<file path="src/rtl/matrix_bus_top.sv">
// rtl/matrix_bus_top.sv - 2x2 matrix multiply/add engine behind a two-master bus arbiter.
// Optional MATRIX_SAT_EN: saturate multiply-accumulate and add at all-ones instead of wrapping.

module matrix_bus_fifo #(
    parameter int DEPTH = 8,
    parameter int W     = 32
) (
    input  logic         clk,
    input  logic         reset_n,
    input  logic         push_i,
    input  logic [W-1:0] wdata_i,
    input  logic         pop_i,
    output logic [W-1:0] rdata_o
);
    localparam int AW = $clog2(DEPTH);

    logic [W-1:0]  mem_q [DEPTH];
    logic [AW-1:0] wptr_q, rptr_q;
    logic [AW:0]   count_q;
    logic          full, empty, do_push, do_pop;

    assign full    = (count_q == (AW+1)'(DEPTH));
    assign empty   = (count_q == '0);
    assign do_push = push_i & ~full;
    assign do_pop  = pop_i & ~empty;
    // Popping an empty FIFO reads as zero so the engine needs no stall path.
    assign rdata_o = empty ? '0 : mem_q[rptr_q];

    always_ff @(posedge clk) begin
        if (reset_n) begin
            wptr_q  <= '0;
            rptr_q  <= '0;
            count_q <= '0;
        end else begin
            if (do_push) begin
                mem_q[wptr_q] <= wdata_i;
                wptr_q        <= wptr_q + 1'b1;
            end
            if (do_pop)
                rptr_q <= rptr_q + 1'b1;
            count_q <= count_q + (AW+1)'(do_push) - (AW+1)'(do_pop);
        end
    end
endmodule

module matrix_bus_top #(
    parameter int FIFO_DEPTH = 8,
    parameter int DATA_W     = 32
) (
    input  logic              clk,
    input  logic              reset_n,
    input  logic              M0_req,
    input  logic              M0_wr,
    input  logic [7:0]        M0_address,
    input  logic [DATA_W-1:0] M0_dout,
    output logic              M0_grant,
    output logic              M1_grant,
    output logic [DATA_W-1:0] M_din,
    output logic              m_interrupt,
    output logic              multi_opdone
);
    typedef enum logic [1:0] {S_IDLE, S_MUL, S_ADD} state_t;

    state_t            state_q, state_d;
    logic [2:0]        cnt_q, cnt_d;
    logic [DATA_W-1:0] acc_q, acc_d;
    logic [DATA_W-1:0] a_q [4];
    logic [DATA_W-1:0] b_q [4];
    logic [DATA_W-1:0] c_q [4];
    logic [DATA_W-1:0] d_q [4];
    logic [DATA_W-1:0] m_din_q, rdata, fa, fb, mul_sum, add_sum;
    logic              m0_grant_q, int_en_q, mul_done_q, add_done_q;
    logic              busy, acc_en, wr_en, rd_en, start_mul, start_add;
    logic              pop, c_we, d_we, mul_fin, add_fin;
    logic [1:0]        idx;

    function automatic logic [DATA_W-1:0] f_add(input logic [DATA_W-1:0] x, input logic [DATA_W-1:0] y);
`ifdef MATRIX_SAT_EN
        logic [DATA_W:0] s;
        s = {1'b0, x} + {1'b0, y};
        return s[DATA_W] ? '1 : s[DATA_W-1:0];
`else
        return x + y;
`endif
    endfunction

    function automatic logic [DATA_W-1:0] f_mul(input logic [DATA_W-1:0] x, input logic [DATA_W-1:0] y);
`ifdef MATRIX_SAT_EN
        logic [2*DATA_W-1:0] p;
        p = {{DATA_W{1'b0}}, x} * {{DATA_W{1'b0}}, y};
        return (p[2*DATA_W-1:DATA_W] != '0) ? '1 : p[DATA_W-1:0];
`else
        return x * y;
`endif
    endfunction

    assign busy         = (state_q != S_IDLE);
    assign M1_grant     = busy;
    assign M0_grant     = m0_grant_q & ~busy;
    assign M_din        = m_din_q;
    assign m_interrupt  = add_done_q & int_en_q;
    assign multi_opdone = mul_done_q;

    assign acc_en    = M0_grant & M0_req;
    assign wr_en     = acc_en & M0_wr;
    assign rd_en     = acc_en & ~M0_wr;
    assign idx       = M0_address[1:0];
    assign start_mul = wr_en & (M0_address == 8'h03) & M0_dout[0];
    assign start_add = wr_en & (M0_address == 8'h04) & M0_dout[0];

    matrix_bus_fifo #(.DEPTH(FIFO_DEPTH), .W(DATA_W)) u_fifo_a (
        .clk(clk), .reset_n(reset_n),
        .push_i(wr_en & (M0_address == 8'h00)), .wdata_i(m_din_q),
        .pop_i(pop), .rdata_o(fa)
    );

    matrix_bus_fifo #(.DEPTH(FIFO_DEPTH), .W(DATA_W)) u_fifo_b (
        .clk(clk), .reset_n(reset_n),
        .push_i(wr_en & (M0_address == 8'h01)), .wdata_i(m_din_q),
        .pop_i(pop), .rdata_o(fb)
    );

    always_comb begin
        rdata = '0;
        case (M0_address)
            8'h02:   rdata = {{(DATA_W-1){1'b0}}, int_en_q};
            8'h05:   rdata = {{(DATA_W-2){1'b0}}, add_done_q, mul_done_q};
            default: begin
                case (M0_address[7:2])
                    6'd8:    rdata = a_q[idx];
                    6'd16:   rdata = b_q[idx];
                    6'd24:   rdata = c_q[idx];
                    6'd32:   rdata = d_q[idx];
                    default: rdata = '0;
                endcase
            end
        endcase
    end

    always_comb begin
        state_d = state_q;
        cnt_d   = cnt_q;
        acc_d   = acc_q;
        pop     = 1'b0;
        c_we    = 1'b0;
        d_we    = 1'b0;
        mul_fin = 1'b0;
        add_fin = 1'b0;
        mul_sum = f_add(acc_q, f_mul(fa, fb));
        add_sum = f_add(a_q[cnt_q[1:0]], b_q[cnt_q[1:0]]);
        case (state_q)
            S_IDLE: begin
                if (start_mul) begin
                    state_d = S_MUL;
                    cnt_d   = '0;
                    acc_d   = '0;
                end else if (start_add) begin
                    state_d = S_ADD;
                    cnt_d   = '0;
                end
            end
            S_MUL: begin
                pop   = 1'b1;
                cnt_d = cnt_q + 3'd1;
                // Every second pop closes one dot product into C[cnt/2].
                if (cnt_q[0]) begin
                    c_we  = 1'b1;
                    acc_d = '0;
                end else begin
                    acc_d = mul_sum;
                end
                if (cnt_q == 3'd7) begin
                    state_d = S_IDLE;
                    mul_fin = 1'b1;
                end
            end
            S_ADD: begin
                d_we  = 1'b1;
                cnt_d = cnt_q + 3'd1;
                if (cnt_q == 3'd3) begin
                    state_d = S_IDLE;
                    add_fin = 1'b1;
                end
            end
            default: state_d = S_IDLE;
        endcase
    end

    always_ff @(posedge clk) begin
        if (reset_n) begin
            state_q <= S_IDLE;
            cnt_q   <= '0;
            acc_q   <= '0;
        end else begin
            state_q <= state_d;
            cnt_q   <= cnt_d;
            acc_q   <= acc_d;
        end
    end

    always_ff @(posedge clk) begin
        if (reset_n) begin
            m0_grant_q <= 1'b0;
            m_din_q    <= '0;
            int_en_q   <= 1'b0;
            mul_done_q <= 1'b0;
            add_done_q <= 1'b0;
            for (int i = 0; i < 4; i++) begin
                a_q[i] <= '0;
                b_q[i] <= '0;
                c_q[i] <= '0;
                d_q[i] <= '0;
            end
        end else begin
            m0_grant_q <= M0_req;
            if (rd_en)
                m_din_q <= rdata;
            if (wr_en) begin
                case (M0_address)
                    8'h02: int_en_q <= M0_dout[0];
                    8'h03: if (M0_dout[0]) mul_done_q <= 1'b0;
                    8'h04: if (M0_dout[0]) add_done_q <= 1'b0;
                    8'h05: begin
                        mul_done_q <= 1'b0;
                        add_done_q <= 1'b0;
                    end
                    default: begin
                        if (M0_address[7:2] == 6'd8)  a_q[idx] <= M0_dout;
                        if (M0_address[7:2] == 6'd16) b_q[idx] <= M0_dout;
                    end
                endcase
            end
            if (c_we)    c_q[cnt_q[2:1]] <= mul_sum;
            if (d_we)    d_q[cnt_q[1:0]] <= add_sum;
            if (mul_fin) mul_done_q <= 1'b1;
            if (add_fin) add_done_q <= 1'b1;
        end
    end
endmodule

</file>
<file path="config.mk">
export PLATFORM = sky130hd
export DESIGN_NAME = matrix_bus_top
export DESIGN_NICKNAME = d
export VERILOG_FILES = /design/src/rtl/matrix_bus_top.sv
export SDC_FILE = /design/constraint.sdc
export NUM_CORES = 2
export LEC_CHECK = 0
export CAP_MARGIN = 25
export CORE_UTILIZATION = 61
export CTS_CLUSTER_DIAMETER = 80
export DETAILED_ROUTE_END_ITERATION = 12
export GPL_ROUTABILITY_DRIVEN = 0
export HOLD_SLACK_MARGIN = 0.02
export MAX_ROUTING_LAYER = met4
export PLACE_DENSITY = 0.78
export SLEW_MARGIN = 10
export SYNTH_ARGS = -nofsm -noshare
export SYNTH_HDL_FRONTEND = slang
export SYNTH_SLANG_ARGS = --single-unit
</file>
<file path="constraint.sdc">
create_clock -name clk -period 14.1 [get_ports clk]
set_clock_uncertainty 0.05 [all_clocks]
set_input_delay 1.41 -clock clk [delete_from_list [all_inputs] [get_ports clk]]
set_output_delay 1.41 -clock clk [all_outputs]
set_load 0.01 [all_outputs]
</file>
==> key figures <==
Yosys
  – Synthesized instance count: 4926
  – Synth cell types: 77
  – Post-synthesis sequential area ratio: 50.4%
  – Cell with the most instances after synthesis: edfxtp_1
  – Syn nets: roughly 5.6k
  – Main synth FF type: edfxtp_1
  – Dominant cells by area after synthesis: edfxtp_1 47%, fa_1 14%, mux4_2 11%
  – Synth Register Bits: between 1k and 1.5k
  – Synthesis warning total: 0
  – Mapped Area: about 0.065 mm2
  – Asr flop ratio synth: 0%
  – Post-synth EDFFs: 1024
  – Commonest cells in the netlist: 1024 x edfxtp_1, 798 x nor2_1, 630 x inv_1
  – Mapped Avg Cell Area: 13.2 um2
  – Dominant cell type by area after synthesis: edfxtp_1
  – Top cell type's share of synthesized area: 47.3%

Cells and area
  – Syn-to-layout area delta: 9.49%
  – Filler cell count: roughly 7.1k
  – Share of layout cells above drive strength 1: 14.3%
  – Fin nets: 5643
  – Design area: between 0.07 and 0.08 mm2

Timing
  – Slew HR: about 29%
  – Period utilisation layout: 71.3%
  – Max-slew violation count: 0
  – Finish-stage setup viols: 0
  – Worst slew pin tran: 1070 ps
  – TNS Setup: 0 ps
  – Maximum clock frequency: ~99 MHz
  – RSZ-0062 raised after global routing: no
  – Tmin final: approximately 10000 ps
  – Hold_ws: 449 ps
  – Final Hold Viols: 0

Clock tree
  – Hold-fix buffers at CTS: 0
  – CTS Buf Count: 109
  – Post-CTS Resized: 0
  – H-tree depth: 3
  – Root buffer cell: clkbuf_16
  – TritonCTS clock tree: yes
  – Post-CTS setup buffer count: 0
  – Clock Path Buffers: 3
  – # clock sinks: 1125
  – Worst skew pair latency: 710 ps
  – Worst-path clk slew: 60 ps

Worst setup path
  – Most frequent CP cell: fa_1
  – WP data required: 14490 ps
  – WP data arrival: around 10000 ps
  – Crit start category: flip-flop
  – Worst path max stage delay: 870 ps
  – Crit Path Category: flip-flop to flip-flop
  – Slowest-stage cell, CP: dfxtp_4
  – CP endpoint kind: flip-flop
  – CP Max Fanout: 41

Hold path
  – Worst Hold Class: flip-flop to flip-flop

GRT
  – Vias in the first global route: 42.0k
  – First-pass GRT wire length: 258 mm
  – GRT overflow: 0
  – GRT Total Usage: 33.4%
  – Antenna violations before repair: 6
  – Largest net degree at the start of global routing: 108

Placement
  – DP Area: 0.0676 mm2
  – Post-DP HPWL: 115 mm
  – Port buffer count: 79

Drt
  – Starting DRT DRC Count: 4945
  – Initial DRT Pass Iterations: 10
  – Routed Antenna Nets: 0
  – Via/cell ratio: 6.32
  – Routed WL: 170 mm
  – DRC: 4
  – Routed length per instance: ~26 um
  – Via count: 40.8k

Run
  – Maxcap violations: 0

Run status
  – Status: complete, but fails checks
  – Failing checks: DRC

Die
  – Core area: roughly 0.11 mm2
  – Die Width: 328 um
  – Die footprint: 0.108 mm2
  – Row cnt: 119
  – Die height: 328 um
  – I/O pin cnt: 80
  – Effective utilization at floorplan: 61.7%

Power and ir drop
  – Power Density: approximately 95 mW/mm2
  – P_leak: between 0.02 and 0.03 uW
  – Maximum VDD drop: around 0.00013 V
-- registers in the layout, indices dropped and copies added (netlist names), 2 cells and up, named ones only --
signal / flops
c_q: 128
b_q: 128
d_q: 128
u_fifo_a.mem_q: 256
u_fifo_b.count_q: 4
cnt_q: 3
u_fifo_a.count_q: 4
u_fifo_b.rptr_q: 3
state_q: 2
u_fifo_a.wptr_q: 3
u_fifo_a.rptr_q: 3
acc_q: 32
u_fifo_b.mem_q: 256
u_fifo_b.wptr_q: 3
a_q: 128
M_din: 32
-- layout by cell type (no fill, tap or decap), types with 95 or more instances in the layout --
cell	instances
ha_1	177
a22oi_1	98
fa_1	441
buf_4	115
nand2_1	318
mux4_2	319
inv_1	630
clkbuf_16	110
edfxtp_1	1024
dfxtp_1	95
nor2_1	786
-- final timing paths --
path                  start  slack (ps)    endpoint  cells past startpoint
setup reg to reg  flip-flop        4040  c_q[2][30]                     30
hold / removal    acc_q[21]         450   acc_q[21]                      2
hold reg to reg   acc_q[21]         450   acc_q[21]                      2
setup / recovery  flip-flop        4040  c_q[2][30]                     30
-- routing by layer --
layer  vias up  global-route usage [%]  routed length [um]
li1      17134                       -                   -
met1     20798                    43.6               62200
met2      2456                    51.7               81000
met3       453                    6.57               18300
met4         0                    14.3                8470
met5         -                       -                   0
-- final cells by class --
class	count	area, um2	share of cell area, %
multi-input cells	2908	28900	40.6
clock buffers	154	3000	4.21
diodes	4	10.0	0.0141
repair buffers	205	1890	2.65
well taps	1391	1740	2.45
inverters	632	2370	3.33
flip-flops and latches	1125	32800	46.1
clock inverters	47	503	0.707
-- through the flow --
| stage | utilization, % | std cells | total power, uW | worst slack, ps |
|---|---|---|---|---|
| after floorplan | - | 4926 | 3870 | 5490 |
| after global routing | 67.5 | 6466 | 6930 | 3470 |
| after global placement | 64.0 | 6250 | 3960 | 4170 |
| after detailed placement | 64.1 | 6257 | 3970 | 4100 |
| after CTS | 67.4 | 6458 | 6790 | 4020 |
| final | 67.5 | 6466 | 6780 | 4040 |
-- logic make-up (layout without fill, tap and decap cells) --
logic type,Yosys count,after routing,share of synthesized area [%]
compound gates,375,375,4.19
xor+xnor,126,126,1.81
fa+ha+maj,618,618,17.0
buf+inv,893,1038,5.44
flops,1125,1125,50.4
mux,359,359,11.7
other cells,0,4,0
simple gates,1430,1430,9.48
-- critical path: cells and delay by family, from the launching register on --
family	cells	cell delay, ps
fa+ha+maj	9	4290
compound gates	7	1550
simple gates	5	1130
buf+inv	7	880
flops	1	870
mux	1	560
xor+xnor	1	360
-- report_power, final --
| group | total [uW] | switching (uW) | internal, uW |
|---|---|---|---|
| sequential | 3670 | 17.3 | 3650 |
| combinational | 235 | 148 | 86.9 |
| clock | 2880 | 1260 | 1620 |
(Power assumes the default switching activity.)
